$ cat config.mk
export PLATFORM = sky130hd
export DESIGN_NAME = stopwatch_lap
export DESIGN_NICKNAME = d
export VERILOG_FILES = /design/src/rtl/stopwatch_lap.sv
export SDC_FILE = /design/constraint.sdc
export NUM_CORES = 1
export LEC_CHECK = 0
export ABC_AREA = 1
export BUFFER_PORTS_ARGS = -buffer_cell sky130_fd_sc_hd__buf_2
export CORE_MARGIN = 2
export CORE_UTILIZATION = 46
export DETAILED_ROUTE_END_ITERATION = 10
export PLACE_DENSITY = 0.76
export SETUP_SLACK_MARGIN = 0.4
export SLEW_MARGIN = 25
export SYNTH_ARGS = -nofsm -noshare
export SYNTH_HDL_FRONTEND = slang
export SYNTH_SLANG_ARGS = --single-unit
export TNS_END_PERCENT = 100
$ cat constraint.sdc
create_clock -name clk -period 2.7 [get_ports clk]
set_input_delay 0.405 -clock clk [delete_from_list [all_inputs] [get_ports clk]]
set_output_delay 0.405 -clock clk [all_outputs]
set_load 0.005 [all_outputs]
$ cat src/rtl/stopwatch_lap.sv
// -----------------------------------------------------------------------------
// stopwatch_lap : MM:SS.cc stopwatch with lap freeze, clear and 7-seg drive.
//
// One prescaler turns the system clock into a 100 Hz tick (only while
// running); a BCD digit chain counts hundredths up to 59:59.99. Button
// inputs are already debounced and synchronous to clk; rising edges are
// detected here. Each digit output is a registered 7-segment pattern.
//
// Ports:
//   clk          system clock
//   rst          synchronous, active-high reset
//   start_stop   rising edge toggles run/stop
//   lap          rising edge: lap freeze / lap release / clear (when stopped)
//   running      1 while counting
//   lap_active   1 while the display shows a frozen lap value
//   overflow     sticky; set when 59:59.99 is passed (wrap or saturate)
//   m10..s001    segment patterns {g,f,e,d,c,b,a}, minutes tens .. hundredths
// -----------------------------------------------------------------------------
module stopwatch_lap #(
  parameter int CLK_HZ         = 50000000,
  parameter int WRAP           = 1,
  parameter int SEG_ACTIVE_LOW = 0
) (
  input  logic       clk,
  input  logic       rst,
  input  logic       start_stop,
  input  logic       lap,
  output logic       running,
  output logic       lap_active,
  output logic       overflow,
  output logic [6:0] m10,
  output logic [6:0] m1,
  output logic [6:0] s10,
  output logic [6:0] s1,
  output logic [6:0] s01,
  output logic [6:0] s001
);

  localparam int              DIV      = CLK_HZ / 100;
  localparam int              PW       = (DIV > 1) ? $clog2(DIV) : 1;
  localparam logic [PW-1:0]   PRE_MAX  = PW'(DIV - 1);
  localparam logic [41:0]     SEG_ZERO = {6{7'h3F}};
  localparam logic [41:0]     SEG_RST  = (SEG_ACTIVE_LOW != 0) ? ~SEG_ZERO : SEG_ZERO;

  // Segment pattern for one BCD digit; anything outside 0-9 is blank.
  function automatic logic [6:0] seg_encode(input logic [3:0] bcd);
    logic [6:0] seg;
    case (bcd)
      4'd0:    seg = 7'h3F;
      4'd1:    seg = 7'h06;
      4'd2:    seg = 7'h5B;
      4'd3:    seg = 7'h4F;
      4'd4:    seg = 7'h66;
      4'd5:    seg = 7'h6D;
      4'd6:    seg = 7'h7D;
      4'd7:    seg = 7'h07;
      4'd8:    seg = 7'h7F;
      4'd9:    seg = 7'h6F;
      default: seg = 7'h00;
    endcase
    return seg;
  endfunction

  // Highest value of digit idx (0 = hundredths): tens-of-seconds and
  // tens-of-minutes stop at 5, all others at 9.
  function automatic logic [3:0] digit_max(input int idx);
    logic [3:0] mx;
    case (idx)
      3, 5:    mx = 4'd5;
      default: mx = 4'd9;
    endcase
    return mx;
  endfunction

  // State registers; digits packed as six BCD nibbles, hundredths in [3:0].
  logic          run_q, run_d;
  logic          lap_act_q, lap_act_d;
  logic          ovf_q, ovf_d;
  logic          ss_prev_q, lap_prev_q;
  logic [PW-1:0] pre_q, pre_d;
  logic [23:0]   cnt_q, cnt_d;
  logic [23:0]   lap_q, lap_d;
  logic [41:0]   seg_q, seg_d;

  logic          ss_edge_s, lap_edge_s, tick_s, term_s;
  logic [6:0]    carry_s;
  logic [23:0]   cnt_inc_s;
  logic [23:0]   disp_src_s;
  logic [41:0]   seg_raw_s;

  assign ss_edge_s  = start_stop & ~ss_prev_q;
  assign lap_edge_s = lap & ~lap_prev_q;
  assign tick_s     = run_q & (pre_q == PRE_MAX);

  // BCD ripple-carry: a digit advances only when every lower digit is at max.
  always_comb begin
    carry_s    = 7'b0;
    cnt_inc_s  = cnt_q;
    carry_s[0] = tick_s;
    for (int i = 0; i < 6; i++) begin
      if (carry_s[i]) begin
        if (cnt_q[i*4 +: 4] == digit_max(i)) begin
          cnt_inc_s[i*4 +: 4] = 4'd0;
          carry_s[i+1]        = 1'b1;
        end else begin
          cnt_inc_s[i*4 +: 4] = cnt_q[i*4 +: 4] + 4'd1;
          carry_s[i+1]        = 1'b0;
        end
      end else begin
        cnt_inc_s[i*4 +: 4] = cnt_q[i*4 +: 4];
        carry_s[i+1]        = 1'b0;
      end
    end
    term_s = carry_s[6];
  end

  // Next-state: prescaler, count, terminal policy, then button actions.
  // A start_stop edge wins over a lap edge in the same cycle.
  always_comb begin
    pre_d     = pre_q;
    cnt_d     = cnt_q;
    lap_d     = lap_q;
    run_d     = run_q;
    lap_act_d = lap_act_q;
    ovf_d     = ovf_q;

    if (run_q) begin
      if (tick_s) begin
        pre_d = '0;
      end else begin
        pre_d = pre_q + PW'(1);
      end
    end else begin
      pre_d = pre_q;
    end

    if (term_s) begin
      ovf_d = 1'b1;
      if (WRAP != 0) begin
        cnt_d = cnt_inc_s;
      end else begin
        // Saturate: keep 59:59.99 on the display and stop.
        cnt_d = cnt_q;
        run_d = 1'b0;
      end
    end else begin
      cnt_d = cnt_inc_s;
    end

    if (ss_edge_s) begin
      // After saturation the only way out is clear or reset.
      if ((WRAP == 0) && ovf_q) begin
        run_d = run_d;
      end else begin
        run_d = ~run_q;
      end
    end else if (lap_edge_s) begin
      if (lap_act_q) begin
        lap_act_d = 1'b0;
      end else if (run_q) begin
        lap_d     = cnt_q;
        lap_act_d = 1'b1;
      end else begin
        cnt_d = 24'h000000;
        pre_d = '0;
        ovf_d = 1'b0;
      end
    end else begin
      lap_act_d = lap_act_q;
    end
  end

  // Display source and segment encoding, registered below.
  always_comb begin
    disp_src_s = lap_act_q ? lap_q : cnt_q;
    seg_raw_s  = {seg_encode(disp_src_s[23:20]), seg_encode(disp_src_s[19:16]),
                  seg_encode(disp_src_s[15:12]), seg_encode(disp_src_s[11:8]),
                  seg_encode(disp_src_s[7:4]),   seg_encode(disp_src_s[3:0])};
    if (SEG_ACTIVE_LOW != 0) begin
      seg_d = ~seg_raw_s;
    end else begin
      seg_d = seg_raw_s;
    end
  end

  // State update; button history resets to 1 so a held button gives no edge.
  always_ff @(posedge clk) begin
    if (rst) begin
      run_q      <= 1'b0;
      lap_act_q  <= 1'b0;
      ovf_q      <= 1'b0;
      ss_prev_q  <= 1'b1;
      lap_prev_q <= 1'b1;
      pre_q      <= '0;
      cnt_q      <= 24'h000000;
      lap_q      <= 24'h000000;
      seg_q      <= SEG_RST;
    end else begin
      run_q      <= run_d;
      lap_act_q  <= lap_act_d;
      ovf_q      <= ovf_d;
      ss_prev_q  <= start_stop;
      lap_prev_q <= lap;
      pre_q      <= pre_d;
      cnt_q      <= cnt_d;
      lap_q      <= lap_d;
      seg_q      <= seg_d;
    end
  end

  assign running    = run_q;
  assign lap_active = lap_act_q;
  assign overflow   = ovf_q;
  assign m10        = seg_q[41:35];
  assign m1         = seg_q[34:28];
  assign s10        = seg_q[27:21];
  assign s1         = seg_q[20:14];
  assign s01        = seg_q[13:7];
  assign s001       = seg_q[6:0];

endmodule
==> summary.md <==
| Metric | Value |
|---|---|
| H-Tree Depth | 4 |
| Initial antenna violation count | 0 |
| Final Hold Fails | 0 |
| Max Cap Viol | 0 |
| First-pass iteration count of the detailed router | 8 |
| Worst-Margin Slew | 651 ps |
| Critical path's slowest cell | dfxtp_2 |
| # setup viols final | 0 |
| First-pass GRT wire length | 19200 µm |
| Core Box Area | 11500 µm² |
| Max-slew violations | 0 |
| Final WL | 11300 µm |
| Share of layout cells above drive strength 1 | 17.7% |
| Layout area overhead | 18.7% |
| Min cycle time layout | 2070 ps |
| Syn_area_per_cell | 7.59 µm² |
| FF+latch count, synth | 114 |
| Clock slew at reported path FFs | 50 ps |
| Fin crit share | 76.8% |
| Worst-path cell chain | inv_2 > or2_2 > o21ai_0 > inv_1 > ha_1 > a21oi_1 > o21ai_1 > a21oi_1 |
| Clock Tree Buf Depth | 2 |
| NetSw | 831 µW |
| Vias in the first global route | 4299 |
| Grt met1 use | 23.0% |
| CTS tree | done |
| Setup Skew | 9.20 ps |
| Flop pwr share | 41.5% |
| TritonCTS Buffers | 17 |
| CP Max Fanout | 19 |
| Drc violations | 6 |
| # IOs | 49 |
| Chip Height | 113 µm |
| CP most frequent cell | a21oi_1 |
| Total Neg Setup Slack | 0 ps |
| Yosys warnings | 0 |
| Worst path max stage delay | 440 ps |
| Post-synth EDFFs | 0 |
| Syn Std Cell Area | 5490 µm² |
| Fmax | 482 MHz |
| GRT met3 Usage | 6.27% |
| Die width | 113 µm |
| Worst setup SP type | flip-flop |
| Worst setup margin | 627 ps |
| Comb pwr share | 2.6% |
| HPWL Detailed | 7740 µm |
| CP bufs+invs | 2 |
| Worst hold path type | in -> reg |
| 1st-iter DRT viols | 287 |
| Async SR Flop Fraction | 0% |
| Clk sink count | 114 |
| Tot GR Track Use | 18.7% |
| Nets@finish | 821 |
| GR Layer Usage met2 | 30.3% |
| Die area | 12800 µm² |
| Via Count | 4660 |
| Sw Ratio | 20.2% |
| Post-Syn Nets | 764 |
| CP Capture Type | flip-flop |
| Post-synth top flop | dfxtp_1 |
| Routed length per instance | 12.1 µm |
| RSZ-0062 raised after global routing | false |
| Netlist cell types | 40 |
| Total gr overflow | 0 |
| Hold Slack | 168 ps |
| Leakage | 0.00275 µW |
| Dpl ws | 539 ps |
| Relative slew slack | 56.2% |
| Seq/Total Area, Yosys | 41.6% |
| P per Cell Area | 631 nW/µm² |
| Worst setup path class | reg -> reg |
| Post-Syn Instances | 723 |
| GR peak layer | met2 |
| Post-DRT Antenna Nets | 0 |
| I/O Buffers | 48 |
| Post-CTS Repair Setup Buffers | 0 |
| Status | finished, violations left |
| Largest net degree at the start of global routing | 45 |
| Maximum vdd drop | 488 µV |
| RD Place Congestion | 0.874 |
| Initial Utilization | 47.7% |
| Clock latency on the worst-skew pair | 420 ps |
| # diodes | 0 |
| Internal | 3280 µW |
| Violated checks | DRC |
| Floorplan row count | 39 |
| Root buf cell | clkbuf_16 |
| Critical path arrival | 2410 ps |
| Clock power frac | 55.9% |
| Cell family with most CP delay | compound AO/OA/AOI/OAI gates |
| CP Data Required Time | 3040 ps |
| Vias per Instance | 4.98 |
==> cell families after synthesis <==
group | Yosys count | share of synthesized area [%]
flip-flops | 114 | 41.6
AND/OR/NAND/NOR | 290 | 25.0
buffers and inverters | 108 | 7.57
AO/OA/AOI/OAI | 167 | 16.3
adder cells (fa/ha/maj) | 37 | 8.43
XOR/XNOR | 7 | 1.12
==> power by group through the flow <==
stage                     registers (µW)  logic [µW]  clock network (µW)
after floorplan                     1740        75.7                   0
after global placement              1740         107                   0
after detailed placement            1740         108                   0
after CTS                           1710         109                2340
after global routing                1710         123                2420
final                               1710         108                2300
==> synth_stat cells (9+ instances only) <==
library cell	instances	area (µm²)
o21ai_1	12	60.1
ha_1	37	463
nor2_1	80	300
nand2_1	119	447
clkbuf_1	10	37.5
inv_2	17	63.8
a21oi_1	60	300
o21ai_0	79	395
or2_2	9	56.3
nand3_1	28	140
inv_1	74	278
nor3_1	9	45.0
dfxtp_1	114	2280
==> flip-flops by register name (all words and copies together) (netlist names) <==
register,flops
cnt_q,24
lap_active,1
lap_prev_q,1
lap_q,24
overflow,1
pre_q,19
running,1
seg_q,42
ss_prev_q,1
==> what timing repair did <==
item | in CTS | in global routing
gates resized for setup | 0 | 2
hold buffers | 0 | 0
setup endpoints to repair | 0 | 14
==> worst paths after layout <==
path	start	end	slack [ps]	depth (start not counted)
setup / recovery	lap_active$_SDFFE_PP0P_	seg_q[34]$_SDFF_PP0_	630	8
hold / removal	lap	lap_prev_q$_SDFF_PP1_	170	3
hold reg to reg	overflow$_SDFF_PP0_	overflow$_SDFF_PP0_	470	2
setup reg to reg	lap_active$_SDFFE_PP0P_	seg_q[34]$_SDFF_PP0_	630	8
==> per-layer routing <==
metal | part of all wire (%) | vias to the layer above
li1 | - | 2469
met3 | 4.9 | 19
met1 | 48 | 2087
met5 | 0 | -
met2 | 45 | 85
met4 | 1.7 | 0
==> worst reg2reg max path, delay by kind of cell (launching register included) <==
family	cells	cell delay (ps)
buf+inv	2	360
compound gates	4	650
simple gates	1	310
flops	1	440
fa+ha+maj	1	230
==> metrics by stage <==
step,instance area [µm²],power (µW),cells,util (%)
floorplan,5490,1810,723,-
global placement,5910,1850,904,51.3
detailed placement,5910,1850,904,51.3
CTS,6520,4150,935,56.6
global route,6520,4240,935,56.6
finish,6520,4110,935,56.6
==> final cells by class <==
class | count | area [µm²]
flip-flops and latches | 114 | 2280
fillers | 1044 | 5000
clock inverters | 12 | 164
inverters | 92 | 345
repair buffers | 54 | 310
well taps | 143 | 179
multi-input cells | 501 | 2790
clock buffers | 19 | 443
==> placed cells by master (no fill, tap or decap), types with 28 or more instances in the layout <==
master	Yosys	routed
o21ai_0	79	79
dfxtp_1	114	112
nand3_1	28	28
a21oi_1	60	60
buf_2	5	48
inv_1	74	74
nand2_1	119	119
ha_1	37	37
nor2_1	80	80
(Power assumes the default switching activity.)
